**config.mk**
```make
export PLATFORM = sky130hd
export DESIGN_NAME = product_hex_scanner
export DESIGN_NICKNAME = d
export VERILOG_FILES = /design/src/rtl/product_hex_scanner_pkg.sv /design/src/rtl/product_hex_scanner_hex_to_seg.sv /design/src/rtl/product_hex_scanner.sv
export SDC_FILE = /design/constraint.sdc
export NUM_CORES = 1
export LEC_CHECK = 0
export CORE_MARGIN = 5
export CORE_UTILIZATION = 30
export CTS_CLUSTER_SIZE = 40
export DETAILED_ROUTE_END_ITERATION = 7
export GPL_TIMING_DRIVEN = 0
export SYNTH_ARGS = -nofsm -noshare
export SYNTH_HDL_FRONTEND = slang
export SYNTH_SLANG_ARGS = --single-unit
export TNS_END_PERCENT = 20
```
**constraint.sdc**
```tcl
create_clock -name clk -period 2.4 [get_ports clk]
set_input_delay 0.48 -clock clk [delete_from_list [all_inputs] [get_ports clk]]
set_output_delay 0.48 -clock clk [all_outputs]
set_load 0.02 [all_outputs]
```
**src/rtl/product_hex_scanner_pkg.sv**
```systemverilog
// Shared definitions for the product hex scanner: FSM state type,
// segment encoding table and blank pattern.
package disp_pkg;

    // Scanner FSM states; encodings fixed so they match legacy probes.
    typedef enum logic [1:0] {
        ST_IDLE = 2'd0,
        ST_GAP  = 2'd1,
        ST_SHOW = 2'd2
    } state_t;

    // All segments dark.
    localparam logic [6:0] SEG_OFF = 7'h00;

    // Hex digit to {g,f,e,d,c,b,a}, active high; entry n is digit n.
    localparam logic [15:0][6:0] SEG_TABLE = {
        7'h71, // F
        7'h79, // E
        7'h5E, // d
        7'h39, // C
        7'h7C, // b
        7'h77, // A
        7'h6F, // 9
        7'h7F, // 8
        7'h07, // 7
        7'h7D, // 6
        7'h6D, // 5
        7'h66, // 4
        7'h4F, // 3
        7'h5B, // 2
        7'h06, // 1
        7'h3F  // 0
    };

endpackage

```
**src/rtl/product_hex_scanner_hex_to_seg.sv**
```systemverilog
// Combinational 4-bit hex to 7-segment decoder driven by the shared table.
module hex_to_seg
    import disp_pkg::*;
(
    input  logic [3:0] nibble,
    output logic [6:0] seg
);

    // Table lookup of the segment pattern for one hex digit.
    always_comb begin
        seg = SEG_TABLE[nibble];
    end

endmodule

```
**src/rtl/product_hex_scanner.sv**
```systemverilog
// Four-digit multiplexed hex display of a captured 16-bit product.
// Each digit slot is TICK_DIV cycles, the first BLANK_CYCLES of which are
// dark; the MSD is scanned first and carries the frame-marker decimal point.
module product_hex_scanner
    import disp_pkg::*;
#(
    parameter int unsigned TICK_DIV     = 1000,
    parameter int unsigned BLANK_CYCLES = 50,
    parameter int unsigned LZ_BLANK     = 1
)
(
    input  logic        clk,
    input  logic        reset,
    input  logic [15:0] result,
    input  logic        result_valid,
    input  logic        hold,
    output logic [6:0]  seg,
    output logic        dp,
    output logic [1:0]  digit_idx
);

    localparam logic [15:0] CNT_LAST  = 16'(TICK_DIV - 1);
    localparam logic [15:0] GAP_LAST  = 16'(BLANK_CYCLES - 1);

    state_t      state;
    logic [15:0] cap;
    logic [15:0] cnt;
    logic [1:0]  idx;

    logic [3:0]  nibble;
    logic        lead_zero;
    logic [6:0]  dec_seg;

    logic [6:0]  seg_next;
    logic        dp_next;
    logic [1:0]  digit_idx_next;

    hex_to_seg u_hex_to_seg (
        .nibble (nibble),
        .seg    (dec_seg)
    );

    // Scan FSM, slot counter, digit index and product capture.
    always_ff @(posedge clk) begin
        if (reset) begin
            state <= ST_IDLE;
            cap   <= '0;
            cnt   <= '0;
            idx   <= '0;
        end else if (result_valid) begin
            // A new product restarts the frame at the MSD, overriding hold.
            cap   <= result;
            state <= ST_GAP;
            idx   <= 2'd3;
            cnt   <= '0;
        end else if (!hold) begin
            case (state)
                ST_GAP: begin
                    cnt <= cnt + 16'd1;
                    if (cnt == GAP_LAST) begin
                        state <= ST_SHOW;
                    end
                end
                ST_SHOW: begin
                    if (cnt == CNT_LAST) begin
                        cnt   <= '0;
                        idx   <= idx - 2'd1;
                        state <= ST_GAP;
                    end else begin
                        cnt <= cnt + 16'd1;
                    end
                end
                default: begin
                    state <= ST_IDLE;
                end
            endcase
        end
    end

    // Select the active nibble and detect whether it is a leading zero.
    always_comb begin
        nibble    = cap[3:0];
        lead_zero = 1'b0;
        case (idx)
            2'd3: begin
                nibble    = cap[15:12];
                lead_zero = (cap[15:12] == 4'h0);
            end
            2'd2: begin
                nibble    = cap[11:8];
                lead_zero = (cap[15:8] == 8'h00);
            end
            2'd1: begin
                nibble    = cap[7:4];
                lead_zero = (cap[15:4] == 12'h000);
            end
            default: begin
                nibble    = cap[3:0];
                lead_zero = 1'b0;
            end
        endcase
    end

    // Next display values from the current state, counter, index and capture.
    always_comb begin
        seg_next       = SEG_OFF;
        dp_next        = 1'b0;
        digit_idx_next = idx;
        case (state)
            ST_IDLE: begin
                digit_idx_next = 2'd0;
            end
            ST_SHOW: begin
                if ((LZ_BLANK != 0) && lead_zero) begin
                    seg_next = SEG_OFF;
                end else begin
                    seg_next = dec_seg;
                end
                dp_next = (idx == 2'd3);
            end
            default: begin
                seg_next = SEG_OFF;
            end
        endcase
    end

    // Output registers; while held the state is frozen so they stay constant.
    always_ff @(posedge clk) begin
        if (reset) begin
            seg       <= SEG_OFF;
            dp        <= 1'b0;
            digit_idx <= 2'd0;
        end else begin
            seg       <= seg_next;
            dp        <= dp_next;
            digit_idx <= digit_idx_next;
        end
    end

endmodule

```
=== Yosys cells after proc, flatten, opt, wreduce, memory -nomap -nowiden ===
Memories as Yosys holds them, arrays and structs flattened. A register that Yosys moved wholly into a read port is not among the register bits.
Index checks and enable logic that the tools add are counted.

* Memory bits (read-only): 112
* Register bits after elaboration: 39
* Bits in writable memories: 0
* Bits in latches: 0
* Logic and storage cells: 52
* Input port bits: 20
* Memories: 1

* Add/sub/neg operators: 2
* $lt $le $gt $ge: 0
* Multiply operators: 0
* Equal/unequal tests: 12
* Reduce and logical (&&, ||, !) cells: 15
* Divide/modulo/power cells: 0
* Bitwise logic cells: 2
* Shifts and indexed selects: 0
* Mux-type cells: 13

{| class="wikitable"
|+ Memories
! name !! depth !! width !! rd ports !! clocked after Yosys merged registers in !! wr ports !! RTL line !! source
|-
| (no name shown) || 16 || 7 || 1 || 1 || 0 || product_hex_scanner_hex_to_seg.sv:11 || <nowiki>seg = SEG_TABLE[nibble];</nowiki>
|}

{| class="wikitable"
|+ Operators with widths
! cell !! number
|-
| $pmux W16 S2 || 1
|-
| $add A16 B1 Y16 const B || 1
|-
| $eq A16 B10 Y1 const B || 1
|-
| $eq A16 B6 Y1 const B || 1
|-
| $mux W16 || 1
|-
| $logic_not A12 Y1 || 1
|-
| $mux W2 || 6
|-
| $pmux W4 S3 || 1
|-
| $reduce_and A3 Y1 || 3
|-
| $logic_not A8 Y1 || 1
|-
| $eq A2 B2 Y1 const B || 3
|-
| $ne A2 B2 Y1 const B || 3
|-
| $ne A3 B3 Y1 const B || 2
|-
| $reduce_bool A2 Y1 || 3
|-
| $reduce_or A2 Y1 || 3
|-
| $eq A2 B1 Y1 const B || 2
|-
| $logic_not A4 Y1 || 1
|-
| $pmux W2 S2 || 1
|-
| $pmux W1 S3 || 1
|-
| $reduce_or A3 Y1 || 1
|-
| $logic_not A2 Y1 || 1
|-
| $mux W1 || 2
|-
| $not A1 Y1 || 2
|-
| $reduce_and A2 Y1 || 1
|-
| $sub A2 B1 Y2 const B || 1
|}

=== Longest topological paths before layout ===
* Depth after elaboration: 5
* Depth in mapped cells: 9

=== Modules after synthesis ===
From an unflattened synthesis, not the netlist that was laid out.

* Cells, all modules: 271
* Area total of the unflattened synthesis: 2446.1 um^2

{| class="wikitable"
|+ By module, submodules not included
! module !! area each (um^2) !! cells an instance !! instances
|-
| product_hex_scanner || 2158.3 || 238 || 1
|-
| hex_to_seg || 287.8 || 33 || 1
|}

=== Worst setup path after synthesis ===
Ideal clock, no wire load.

* Path type: flip-flop to flip-flop
* From: register idx[0]
* To: register seg[1]
* Stages on the path, launching flop included: 9
* Buffers on the path: 0
* Setup slack: 0.157 ns
* Arrival time: 2.158 ns
* Clock period less this slack: 2.243 ns
* Path through: dfxtp_1 inv_1 ha_1 a222oi_1 a21o_1 inv_1 ha_1 mux2_2 a211oi_1

* Longest elaborated chain between the ends: 3
* Elaborated cells on any way between the ends: 6

{| class="wikitable"
|+ Ends and longest elaborated chain
! element !! RTL line !! source
|-
| start: declaration || product_hex_scanner.sv:28 || <nowiki>logic [1:0] idx;</nowiki>
|-
| start signal: assignment || product_hex_scanner.sv:67 || <nowiki>idx <= idx - 2'd1;</nowiki>
|-
| $eq A2 B1 Y1 / $eq A2 B2 Y1 (equally long branches) || product_hex_scanner.sv:84 || <nowiki>case (idx)</nowiki>
|-
| $pmux W1 S3 || product_hex_scanner.sv:84 ||
|-
| $reduce_or A3 Y1 (no source line) || -- ||
|-
| end signal: assignment || product_hex_scanner.sv:134 || <nowiki>seg <= seg_next;</nowiki>
|-
| end: declaration || product_hex_scanner.sv:17 || <nowiki>output logic [6:0] seg,</nowiki>
|}

Several ways; a longest one is shown, not always the timed one.
A chain may end at the register's enable or synchronous reset.

=== Worst setup path in the final report ===
* From: register idx[0]
* To: register seg[3]

Same word-level chain as after synthesis.

==> run metrics <==
Met1 Wirelength 2450 µm; largest net degree at the start of global routing 15; RSZ-0062 raised after global routing true; Worst-Margin Slew 0.742 ns; ys async rst share 0; worst path cell trace inv_1 > ha_2 > a222oi_1 > a21o_1 > inv_1 > ha_1 > mux2_2 > a221oi_1; Design Area, Final 2900 µm²; Buf/Inv on CP 2; crit-path leading delay family compound AO/OA/AOI/OAI gates; Core Area 7730 µm²; Final Wtd Congestion 0.783; Ys Warns 0; Critical Path Stages 8; Clock Tree Buf Depth 2; Final Critical Period 2.30 ns; fmax 435 MHz; Storage cell area 922 µm²; CTS tree done; CP required 2.61 ns; met2 wire len 2550 µm; clock sinks 46; adder-cell area share of the yosys netlist 0.0786; largest cells by area after synthesis dfxtp_1 (39%), ha_1 (7.9%), mux2i_1 (7.5%), nor2_1 (6.0%), xnor2_1 (3.3%); CP Launch Type flop; largest family of logic cells by synthesized area simple AND/OR/NAND/NOR gates; Num CTS Buffers 5; die width 99.2 µm; Clk pin slew, worst setup/hold paths 0.09 ns; Max VDD drop 0.208 mV; worst skew pair latency 0.30 ns; Placed Area 2800 µm²; Rel. slew slack 0.506; Leak 0.00107 µW; Via density 4.99; Synth Area in XOR/XNOR 0.0477; total global-route track usage 0.113; Synth Area in Compound Gates 0.122; synthesis-to-finish area growth 21.5%; Net count, final 331; Crit Path Max Fanout 5; Syn Area/Cell 9.22 µm²; # IOs 30; ratio of final minimum period to clock period 0.958; mux contribution to synthesized area 0.0991; initial DRC count 57; clock share of power 0.318; Net Switching 403 µW; I/O Buffers 28; Slew Limit Fails 0; critical path endpoint category flop; Pre-Repair DR Iteration Count 4; pre-CTS setup slack -0.185 ns; P_int 1100 µW; Hold Crit Depth 2; DR vias 1991; cells after synthesis 259; WL final 5330 µm; max-cap violations 0; share of the synthesized area in the top cell type 0.386; Hold Crit Class flop to flop; H-Tree Depth 2; slowest CP cell a222oi_1; initial antenna violation count 0; Synth cell types 47; Net Sw Frac 0.268; Die Span Y 99.2 µm; endpoints failing hold 0; via count of the first global-routing pass 1936; status complete, no violations; ys flop type dfxtp_1; starting density of the core 0.309; syn nets 294; Clock Skews 0.0121 ns; global-route wire length before repair 9250 µm; drt drc 0; post-route ant nets 0; simple-gate area share of the yosys netlist 0.224; top layer in use met4; final worst setup slack 0.101 ns; layout cells sized above 1 0.101; sequential share of the synthesized area 0.386; Die Footprint 9840 µm²; row cnt 32; EDFF count, synth 0; WP data arrival 2.51 ns; Clk Tree Root Cell clkbuf_8; met3 routed WL 254 µm; Logic pwr share 0.149; Flop pwr share 0.533; Yosys top cell by area dfxtp_1; slowest stage delay, CP 0.45 ns; R2R depth 8; crit path kind flop to flop; post-DP HPWL 3950 µm; Yosys reg bits 46; DR WL/cell 13.3 µm; Filler cells 811; GR Overflow Total 0; number of antenna diodes 0; power per standard cell area 518 nW/µm²; Multi-input gate area 1370 µm²; cell mode on critical path inv_1; commonest cells in the netlist dfxtp_1 (46), nor2_1 (38), mux2i_1 (18); Setup-failing EPs final 0; Post-Syn Area 2390 µm²; top-count cell post-synth dfxtp_1
## cell families after synthesis
kind of cell | after synthesis
and+or+nand+nor | 101
DFF | 46
AOI/OAI and AO/OA | 37
buffers and inverters | 24
muxes | 23
adders and majority gates | 15
xor gates and xnor gates | 13
## sequential cells by signal, summed over array words and instances, names as in the netlist
| register | count |
|---|---|
| digit_idx | 2 |
| idx | 2 |
| state | 2 |
| seg | 7 |
| dp | 1 |
| cnt | 16 |
| cap | 16 |
## routing by layer
| layer | up-vias | global-route usage |
|---|---|---|
| met2 | 38 | 0.194 |
| met4 | 0 | 0.0284 |
| met5 | - | 0 |
| li1 | 1009 | - |
| met3 | 8 | 0.0288 |
| met1 | 936 | 0.140 |
## tightest hold or removal path, cell delays in order (launching register included)
cell and delay [ns]:
dfxtp_1 0.33, o31ai_1 0.06, a21oi_1 0.05
## metrics by stage
step                setup TNS [ns]   util  total power (µW)  hold slack (ns)  cells
global placement            -0.377  0.362              1030            0.462    389
global route               -0.0207  0.375              1590            0.500    399
CTS                              0  0.374              1520            0.478    398
floorplan                        0      -               964            0.444    259
finish                           0  0.375              1500            0.480    399
detailed placement          -0.522  0.362              1040            0.462    389
## area by class of cell
cell class	instances	share of cell area
buffer	11	0.0186
clock buffer	6	0.0250
clock inverter	2	0.00475
inverter	13	0.0168
multi-input combinational	189	0.471
sequential	46	0.318
tap	102	0.0440
timing repair buffer	30	0.102
## final timing paths
check                from       to  slack [ns]
hold / removal    cnt[15]  cnt[15]        0.48
hold reg to reg   cnt[15]  cnt[15]        0.48
setup reg to reg   idx[0]   seg[3]        0.10
setup / recovery   idx[0]   seg[3]        0.10
## placed cells by master (no fill, tap or decap), types with 2 or more instances in the layout
| master | n |
|---|---|
| nor4_1 | 12 |
| clkdlybuf4s50_1 | 28 |
| buf_1 | 2 |
| buf_4 | 3 |
| nand3_1 | 5 |
| nand4b_1 | 2 |
| a211oi_1 | 6 |
| a21o_1 | 2 |
| mux2_2 | 5 |
| nor2b_1 | 3 |
| mux2i_1 | 18 |
| nor2_1 | 38 |
| nor3_1 | 9 |
| nand3b_1 | 2 |
| a222oi_1 | 3 |
| nand2b_1 | 5 |
| nand2_1 | 8 |
| nand4_1 | 3 |
| a21oi_1 | 8 |
| a221oi_1 | 4 |
| ha_1 | 14 |
| dfxtp_1 | 45 |
| clkbuf_1 | 7 |
| or4_1 | 3 |
| inv_1 | 12 |
| xor2_1 | 4 |
| or4_4 | 2 |
| o31ai_1 | 3 |
| o21ai_0 | 2 |
| or2_2 | 4 |
| clkbuf_8 | 5 |
| xnor2_1 | 9 |
## timing repair
action | 4_1_cts | 5_1_grt
hold buffers | 0 | 0
resized for setup | 0 | 2
endpoints found under the setup margin | 5 | 5
pin swaps | 2 | 3
setup buffers | 1 | 1
## power groups by stage
stage	sequential, µW	clock (µW)	combinational [µW]
floorplan	814	0	150
global placement	818	0	216
detailed placement	819	0	217
CTS	801	497	222
global route	805	534	251
finish	801	478	224
(Power assumes the default switching activity.)
